### src/rtl/reg_rename_file.sv
// reg_rename_file: architectural register file with per-register rename state.
// Holds 32 x 32-bit values plus a busy bit and ROB tag per register, with
// commit writes, dispatch renames, flush, and two combinational read ports.
// x0 is hardwired to zero and never renamed.
// Optional feature: define REG_COMMIT_BYPASS_EN to forward a same-cycle
// matching commit onto the read ports.
module reg_rename_file (
    input  logic        clk,
    input  logic        rst,
    input  logic        rdy,
    input  logic        register_update_flag,
    input  logic [4:0]  register_commit_dest,
    input  logic [31:0] register_value,
    input  logic [3:0]  rename_sent_to_register,
    input  logic        issue_flag,
    input  logic [4:0]  issue_dest,
    input  logic [3:0]  issue_rename,
    input  logic        flush,
    input  logic [4:0]  rs1_idx,
    input  logic [4:0]  rs2_idx,
    output logic [31:0] rs1_value,
    output logic [31:0] rs2_value,
    output logic        rs1_busy,
    output logic        rs2_busy,
    output logic [3:0]  rs1_rename,
    output logic [3:0]  rs2_rename
);

    localparam int unsigned NUM_REGS = 32;
    localparam int unsigned IDX_W    = 5;
    localparam int unsigned DATA_W   = 32;
    localparam int unsigned TAG_W    = 4;

    logic [DATA_W-1:0] value_q [NUM_REGS];
    logic [DATA_W-1:0] value_d [NUM_REGS];
    logic [TAG_W-1:0]  tag_q   [NUM_REGS];
    logic [TAG_W-1:0]  tag_d   [NUM_REGS];
    logic [NUM_REGS-1:0] busy_q;
    logic [NUM_REGS-1:0] busy_d;

    logic commit_v_c;
    logic issue_v_c;

    // Qualified commit and issue requests; x0 targets are dropped here.
    always_comb begin
        commit_v_c = rdy && register_update_flag && (register_commit_dest != '0);
        issue_v_c  = rdy && issue_flag && (issue_dest != '0) && !flush;
    end

    // Next-state for every register: commit value, busy/tag update, flush.
    always_comb begin
        for (int i = 0; i < NUM_REGS; i++) begin
            value_d[i] = value_q[i];
            tag_d[i]   = tag_q[i];
            busy_d[i]  = busy_q[i];
        end
        for (int i = 1; i < NUM_REGS; i++) begin
            if (commit_v_c && (register_commit_dest == IDX_W'(i))) begin
                value_d[i] = register_value;
                // A newer producer issued this cycle keeps the register busy.
                if ((tag_q[i] == rename_sent_to_register) &&
                    !(issue_v_c && (issue_dest == IDX_W'(i)))) begin
                    busy_d[i] = 1'b0;
                end
            end
            if (issue_v_c && (issue_dest == IDX_W'(i))) begin
                busy_d[i] = 1'b1;
                tag_d[i]  = issue_rename;
            end
            if (rdy && flush) begin
                busy_d[i] = 1'b0;
                tag_d[i]  = '0;
            end
        end
        // x0 holds constant zero state.
        value_d[0] = '0;
        tag_d[0]   = '0;
        busy_d[0]  = 1'b0;
    end

    // State registers; rdy low freezes everything.
    always_ff @(posedge clk or negedge rst) begin
        if (!rst) begin
            for (int i = 0; i < NUM_REGS; i++) begin
                value_q[i] <= '0;
                tag_q[i]   <= '0;
            end
            busy_q <= '0;
        end else if (rdy) begin
            for (int i = 0; i < NUM_REGS; i++) begin
                value_q[i] <= value_d[i];
                tag_q[i]   <= tag_d[i];
            end
            busy_q <= busy_d;
        end
    end

    // True when a same-cycle commit retires the current producer of idx.
    function automatic logic commit_hit(input logic [IDX_W-1:0] idx);
        return commit_v_c && busy_q[idx] && (register_commit_dest == idx) &&
               (tag_q[idx] == rename_sent_to_register);
    endfunction

    logic rs1_hit_c;
    logic rs2_hit_c;

    // Bypass match per read port; tied off when forwarding is not built in.
    always_comb begin
`ifdef REG_COMMIT_BYPASS_EN
        rs1_hit_c = commit_hit(rs1_idx);
        rs2_hit_c = commit_hit(rs2_idx);
`else
        rs1_hit_c = 1'b0;
        rs2_hit_c = 1'b0;
`endif
    end

    // Read port 1: zero in reset and for x0, forwarded value on a commit hit.
    always_comb begin
        rs1_value  = '0;
        rs1_busy   = 1'b0;
        rs1_rename = '0;
        if (rst && (rs1_idx != '0)) begin
            if (rs1_hit_c) begin
                rs1_value = register_value;
            end else begin
                rs1_value  = value_q[rs1_idx];
                rs1_busy   = busy_q[rs1_idx];
                rs1_rename = busy_q[rs1_idx] ? tag_q[rs1_idx] : '0;
            end
        end
    end

    // Read port 2: same behaviour as read port 1.
    always_comb begin
        rs2_value  = '0;
        rs2_busy   = 1'b0;
        rs2_rename = '0;
        if (rst && (rs2_idx != '0)) begin
            if (rs2_hit_c) begin
                rs2_value = register_value;
            end else begin
                rs2_value  = value_q[rs2_idx];
                rs2_busy   = busy_q[rs2_idx];
                rs2_rename = busy_q[rs2_idx] ? tag_q[rs2_idx] : '0;
            end
        end
    end

    // Without forwarding the helper is unreferenced; keep it visible to lint.
`ifndef REG_COMMIT_BYPASS_EN
    logic unused_hit_c;
    always_comb unused_hit_c = commit_hit('0);
`endif

endmodule

### config.mk
export PLATFORM = sky130hd
export DESIGN_NAME = reg_rename_file
export DESIGN_NICKNAME = d
export VERILOG_FILES = /design/src/rtl/reg_rename_file.sv
export SDC_FILE = /design/constraint.sdc
export NUM_CORES = 2
export LEC_CHECK = 0
export CELL_PAD_IN_SITES_DETAIL_PLACEMENT = 0
export CELL_PAD_IN_SITES_GLOBAL_PLACEMENT = 1
export CORE_MARGIN = 2
export CORE_UTILIZATION = 54
export DETAILED_ROUTE_END_ITERATION = 7
export PLACE_DENSITY = 0.79
export SYNTH_ARGS = -nofsm -noshare
export SYNTH_HDL_FRONTEND = slang
export SYNTH_SLANG_ARGS = --single-unit
### constraint.sdc
create_clock -name clk -period 2.9 [get_ports clk]
set_clock_uncertainty 0.15 [all_clocks]
set_input_delay 0.435 -clock clk [delete_from_list [all_inputs] [get_ports clk]]
set_output_delay 0.435 -clock clk [all_outputs]
set_load 0.005 [all_outputs]
## After elaboration in Yosys (flattened, before gate mapping)

Index checks and enable logic that the tools add are counted.

- Register bits: 1147
- Input port bits: 66
- Output and inout port bits: 74
- Logic and storage cells: 725

- Magnitude comparators: 4
- Equal/unequal tests: 93
- Multiplexer cells: 210
- Bitwise logic cells: 2
- Reduce and logical (&&, ||, !) cells: 323

Operator list:

| cell | number |
|---|---|
| $bmux W32 S5 | 2 |
| $mux W4 | 70 |
| $mux W32 | 6 |
| $reduce_bool A3 Y1 | 62 |
| $eq A5 B5 Y1 const B | 32 |
| $mux W1 | 128 |
| $eq A4 B4 Y1 | 31 |
| $reduce_and A2 Y1 | 62 |
| $logic_and A1 B1 Y1 | 101 |
| $reduce_and A3 Y1 | 31 |
| $eq A5 B4 Y1 const B | 16 |
| $reduce_bool A2 Y1 | 31 |
| $bmux W4 S5 | 2 |
| $eq A5 B3 Y1 const B | 8 |
| $logic_not A1 Y1 | 32 |
| $eq A5 B2 Y1 const B | 4 |
| $reduce_bool A5 Y1 | 4 |
| $ge A6 B6 Y1 const B | 2 |
| $lt A5 B6 Y1 const B | 2 |
| $not A5 Y6 | 2 |
| $bmux W1 S5 | 2 |
| $eq A5 B1 Y1 const B | 2 |

## Depth between registers and ports, before layout

- Depth in word-level cells: 10
- Mapped depth: 10
- Depth with buffers taken out: 5

## Worst setup path after synthesis

Ideal clock, no wire load.

- Path kind: input -> output
- Start: in rs2_idx[1]
- End: out rs2_value[0]
- Data arrival time: 2.226 ns
- Required time: 2.315 ns
- Setup slack: 0.089 ns
- Stages: 6
- Buffers on the path: 3
- Cells stage by stage: buf_2 -> buf_2 -> clkbuf_1 -> mux4_2 -> mux4_2 -> a32o_1

- Word-level cells in the longest chain between the ends: 5
- Elaborated cells on any way between the ends: 7
- Those cells by class: 4 x mux; 1 x bitwise; 2 x reduce/logical

Ends and longest elaborated chain:

| element | line | text |
|---|---|---|
| from (decl) | 20 | `input logic [4:0] rs2_idx,` |
| $not A5 Y6 (not written as such) | 143 | `rs2_value = value_q[rs2_idx];` |
| $bmux W32 S5 | 143 |  |
| $mux W32 (not written as such) (2 in series) | 143 |  |
| $mux W32 * | 139 | `if (rst && (rs2_idx != '0)) begin` |
| to (decl) | 22 | `output logic [31:0] rs2_value,` |

Mark *: on every way between the ends. The rest lies on a longest branch, timed or not. The select of a mux whose other input is x is not followed.

## Final worst setup path

- Start: reg value_q[19] (netlist bit)
- End: out rs2_value[19]

- Word-level cells in the longest chain between the ends: 4

Ends and longest elaborated chain:

| element | line | text |
|---|---|---|
| from (decl) | 34 | `logic [DATA_W-1:0] value_q [NUM_REGS];` |
| from (signal, indexed assignment) | 91 | `value_q[i] <= value_d[i];` |
| $bmux W32 S5 | 143 |  |
| $mux W32 (not written as such) (2 in series) | 143 |  |
| $mux W32 | 139 |  |

Every way passes these cells. The select of a mux whose other input is x is not followed.

==> metrics.md <==
| Metric | Value |
|---|---|
| Status | `finished with violations` |
| Failing checks | `setup timing` |
| Final Hold Viols | `0` |
| Later-pin clock latency in the skew report | `720 ps` |
| Syn nets | `4253` |
| Cell Area, Synth | `63300 um2` |
| Largest stage delay, worst path | `510 ps` |
| Peak supply drop | `0.000573 V` |
| CP max-delay cell | `mux4_2` |
| CP required | `2320 ps` |
| Setup CP Type | `register to output port` |
| RSZ-0062 raised after global routing | `yes` |
| Area grow syn2layout | `20.4%` |
| Tmin final | `3250 ps` |
| Cells after synthesis | `4187` |
| DRC | `0` |
| FF+latch count, synth | `1147` |
| Remaining global-route overflow | `0` |
| IO Port Bufs | `139` |
| Number of flops mapped to enable cells by yosys | `0` |
| Die ar. | `120000 um2` |
| Starting Density | `0.545` |
| Floorplan row count | `125` |
| Sw Share | `0.269` |
| Register clock-pin slew on the reported worst setup and hold paths | `60 ps` |
| Clock power frac | `0.356` |
| CTS buffer count | `121` |
| Slew @ Worst Pin | `1030 ps` |
| Seq/Total Area, Yosys | `0.453` |
| CTS tree | `yes` |
| Crit. End Element | `output port` |
| First-pass DRT Iterations | `8` |
| F_max | `0.307 GHz` |
| Vias per Instance | `6.87` |
| Cell variety after synth | `57` |
| Hold WC Path Type | `primary input to asynchronous set/reset pin` |
| Pin count of the biggest net entering global routing | `150` |
| Pwr Total | `45000 uW` |
| Post-Route WL | `207000 um` |
| YS warnings | `0` |
| Clk sink count | `1147` |
| ANT nets after route | `0` |
| Final Max Tran Viols | `0` |
| Dpl cells | `5915` |
| Min setup slack post-route | `-355 ps` |
| Combinational power share | `0.201` |
| Slew headroom | `0.314` |
| All-layer global routing usage | `0.349` |
| Internal power | `32900 uW` |
| Nets | `4686` |
| Final non-filler cell total | `6247` |
| Sequential share of power | `0.443` |
| Net Switching | `12100 uW` |
| Critical path cell sequence | `mux4_2 -> mux4_2 -> a32o_2 -> buf_6` |
| Maxcap violations | `0` |
| Main synth FF type | `dfrtp_1` |
| Post-DR wirelength/cell | `33.1 um` |
| Static leakage | `0.0341 uW` |
| Vias in the first global route | `44400` |
| Initial drt markers | `4285` |
| Die height | `346 um` |
| Critical Path Most Common Cell | `mux4_2` |
| Setup violators final | `74` |
| CP Max Fanout | `3` |
| Syn avg cell area | `15.1 um2` |
| Root buffer cell | `clkbuf_16` |
| First-pass GRT wire length | `307000 um` |
| IO Pins | `140` |
| Initial antenna violation count | `4` |
| Area contributors post-synth | `dfrtp_1 45%, mux4_2 22%, mux2_2 20%` |
| Die Wd | `346 um` |
| Detailed-route via count | `42900` |
| Fill cells | `8303` |
| CTS max path bufs | `3` |
| Synth area leader | `dfrtp_1` |
| HPWL Detailed | `134000 um` |
| Gpl congestion | `0.901` |
| Synth top area share | `0.453` |
| Core Box Area | `116000 um2` |
| PD cells | `590 nW/um2` |
| Arr. time, crit path | `2670 ps` |
| Startpoint Class | `register` |
| Fin crit share | `1.12` |
| Ys async rst share | `1.00` |
| Share of cells above drive strength 1 | `0.586` |
| H-tree Lvls | `3` |
worst max-delay path: cells and delay by family, from the launching register on:
kind                   cells  cell delay (ps)
AO/OA/AOI/OAI              1              350
flip-flops                 1              400
multiplexers               2             1010
buffers and inverters      1              160
worst paths after layout:
check | from | endpoint | slack, ps | cells past startpoint
setup / recovery | value_q[19]$_DFFE_PN0P_ | rs2_value[19] | -350 | 4
hold / removal | rst | value_q[366]$_DFFE_PN0P_ | 90 | 6
setup reg to reg | tag_q[32]$_DFFE_PN0P_ | busy_q[23]$_DFFE_PN0P_ | 970 | 5
hold reg to reg | value_q[923]$_DFFE_PN0P_ | value_q[923]$_DFFE_PN0P_ | 370 | 1
max in group asynchronous | rst | value_q[179]$_DFFE_PN0P_ | 630 | 6
min in group clk | rename_sent_to_register[3] | busy_q[2]$_DFFE_PN0P_ | 340 | 6
synth_stat cells, drive strengths merged (2+ instances only):
cell type     n
a21oi        49
mux2i        44
mux2       1208
o311ai        2
o211ai       19
and2         10
or3           4
nor2b        18
or4           8
nor4         20
a32o         34
a22o         61
mux4        610
inv           2
a31oi         9
dfrtp      1147
nand3b        3
a211oi        2
o311a         4
xnor2        46
o22ai         3
o21a          5
nand2        79
nand3        25
nand2b       11
or2           3
o21ai        85
nand4        11
a22oi        27
and3          4
xor2         78
clkbuf      209
nor3         24
buf         253
a2111oi       3
a21o          2
nor2         43
a221oi       10
logic make-up after synthesis:
family          Yosys count  synth area share
buf+inv                 464            0.0325
compound gates          323            0.0359
xor+xnor                124            0.0172
simple gates            267            0.0223
mux                    1862             0.439
flops                  1147             0.453
per-layer routing:
metal,global-route usage,wire (um)
met1,0.483,82800
met5,0,10
met4,0.146,10300
met3,0.0745,18000
met2,0.539,95700
through the flow:
| stage | setup slack [ps] | util | TNS, ps | area [um2] | hold slack (ps) |
|---|---|---|---|---|---|
| after floorplan | 89.0 | - | 0 | 63300 | -10.6 |
| after detailed placement | -792 | 0.609 | -40910 | 70700 | 288 |
| after global routing | -383 | 0.656 | -18660 | 76300 | 71.6 |
| after CTS | -374 | 0.654 | -16790 | 76000 | 48.3 |
| final | -355 | 0.656 | -14100 | 76300 | 85.9 |
| after global placement | -776 | 0.609 | -40460 | 70700 | 288 |
registers in the layout (all words and copies together) (netlist names):
signal / flops
busy_q: 31
tag_q: 124
value_q: 992
layout by cell type, fill, tap and decap left out, types with 11 or more instances in the layout:
cell | netlist | layout
o21ai_0 | 79 | 62
nand2b_1 | 11 | 11
mux2_2 | 1106 | 1101
mux4_2 | 610 | 610
o211ai_1 | 19 | 19
nand4_1 | 11 | 11
mux2i_1 | 44 | 44
a21oi_1 | 49 | 38
clkinv_2 | 0 | 21
clkbuf_16 | 0 | 125
clkbuf_1 | 209 | 34
xor2_1 | 78 | 78
nor2b_1 | 18 | 16
a32o_2 | 0 | 32
buf_6 | 10 | 58
buf_4 | 12 | 441
dfrtp_1 | 1147 | 1147
mux2_1 | 102 | 101
nand2_1 | 79 | 50
nand2_2 | 0 | 19
a22o_1 | 61 | 61
nor3_4 | 0 | 16
buf_12 | 0 | 161
nor4_1 | 20 | 20
nor2_1 | 43 | 42
nand3_2 | 0 | 13
buf_2 | 154 | 38
clkdlybuf4s50_1 | 0 | 50
clkbuf_8 | 0 | 21
xnor2_1 | 46 | 46
a22oi_1 | 27 | 25
layout make-up:
type | instances | area, um2 | area share
multi-input combinational | 2576 | 33200 | 0.436
sequential | 1147 | 28700 | 0.376
timing repair buffer | 772 | 8300 | 0.109
clock buffer | 180 | 3540 | 0.0465
tap | 1524 | 1910 | 0.0250
clock inverter | 43 | 538 | 0.00706
inverter | 2 | 7.51 | 0.0000985
antenna | 3 | 7.51 | 0.0000985
repair_timing:
item / in CTS / in global routing
gates resized for setup: 504 / 30
gates cloned: 3 / 0
buffers inserted: 75 / 20
endpoints found under the hold margin: 381 / 0
hold buffers: 13 / 0
pin swaps: 59 / 37
setup endpoints to repair: 74 / 74
power by group through the flow:
| stage | sequential, uW | combinational, uW | clock, uW |
|---|---|---|---|
| floorplan | 19500 | 5890 | 0 |
| global placement | 20000 | 8360 | 0 |
| detailed placement | 20100 | 8550 | 0 |
| CTS | 19800 | 8930 | 16200 |
| global route | 20100 | 9590 | 16900 |
| finish | 19900 | 9040 | 16000 |
Note: power is estimated with default switching activity, not from simulation.
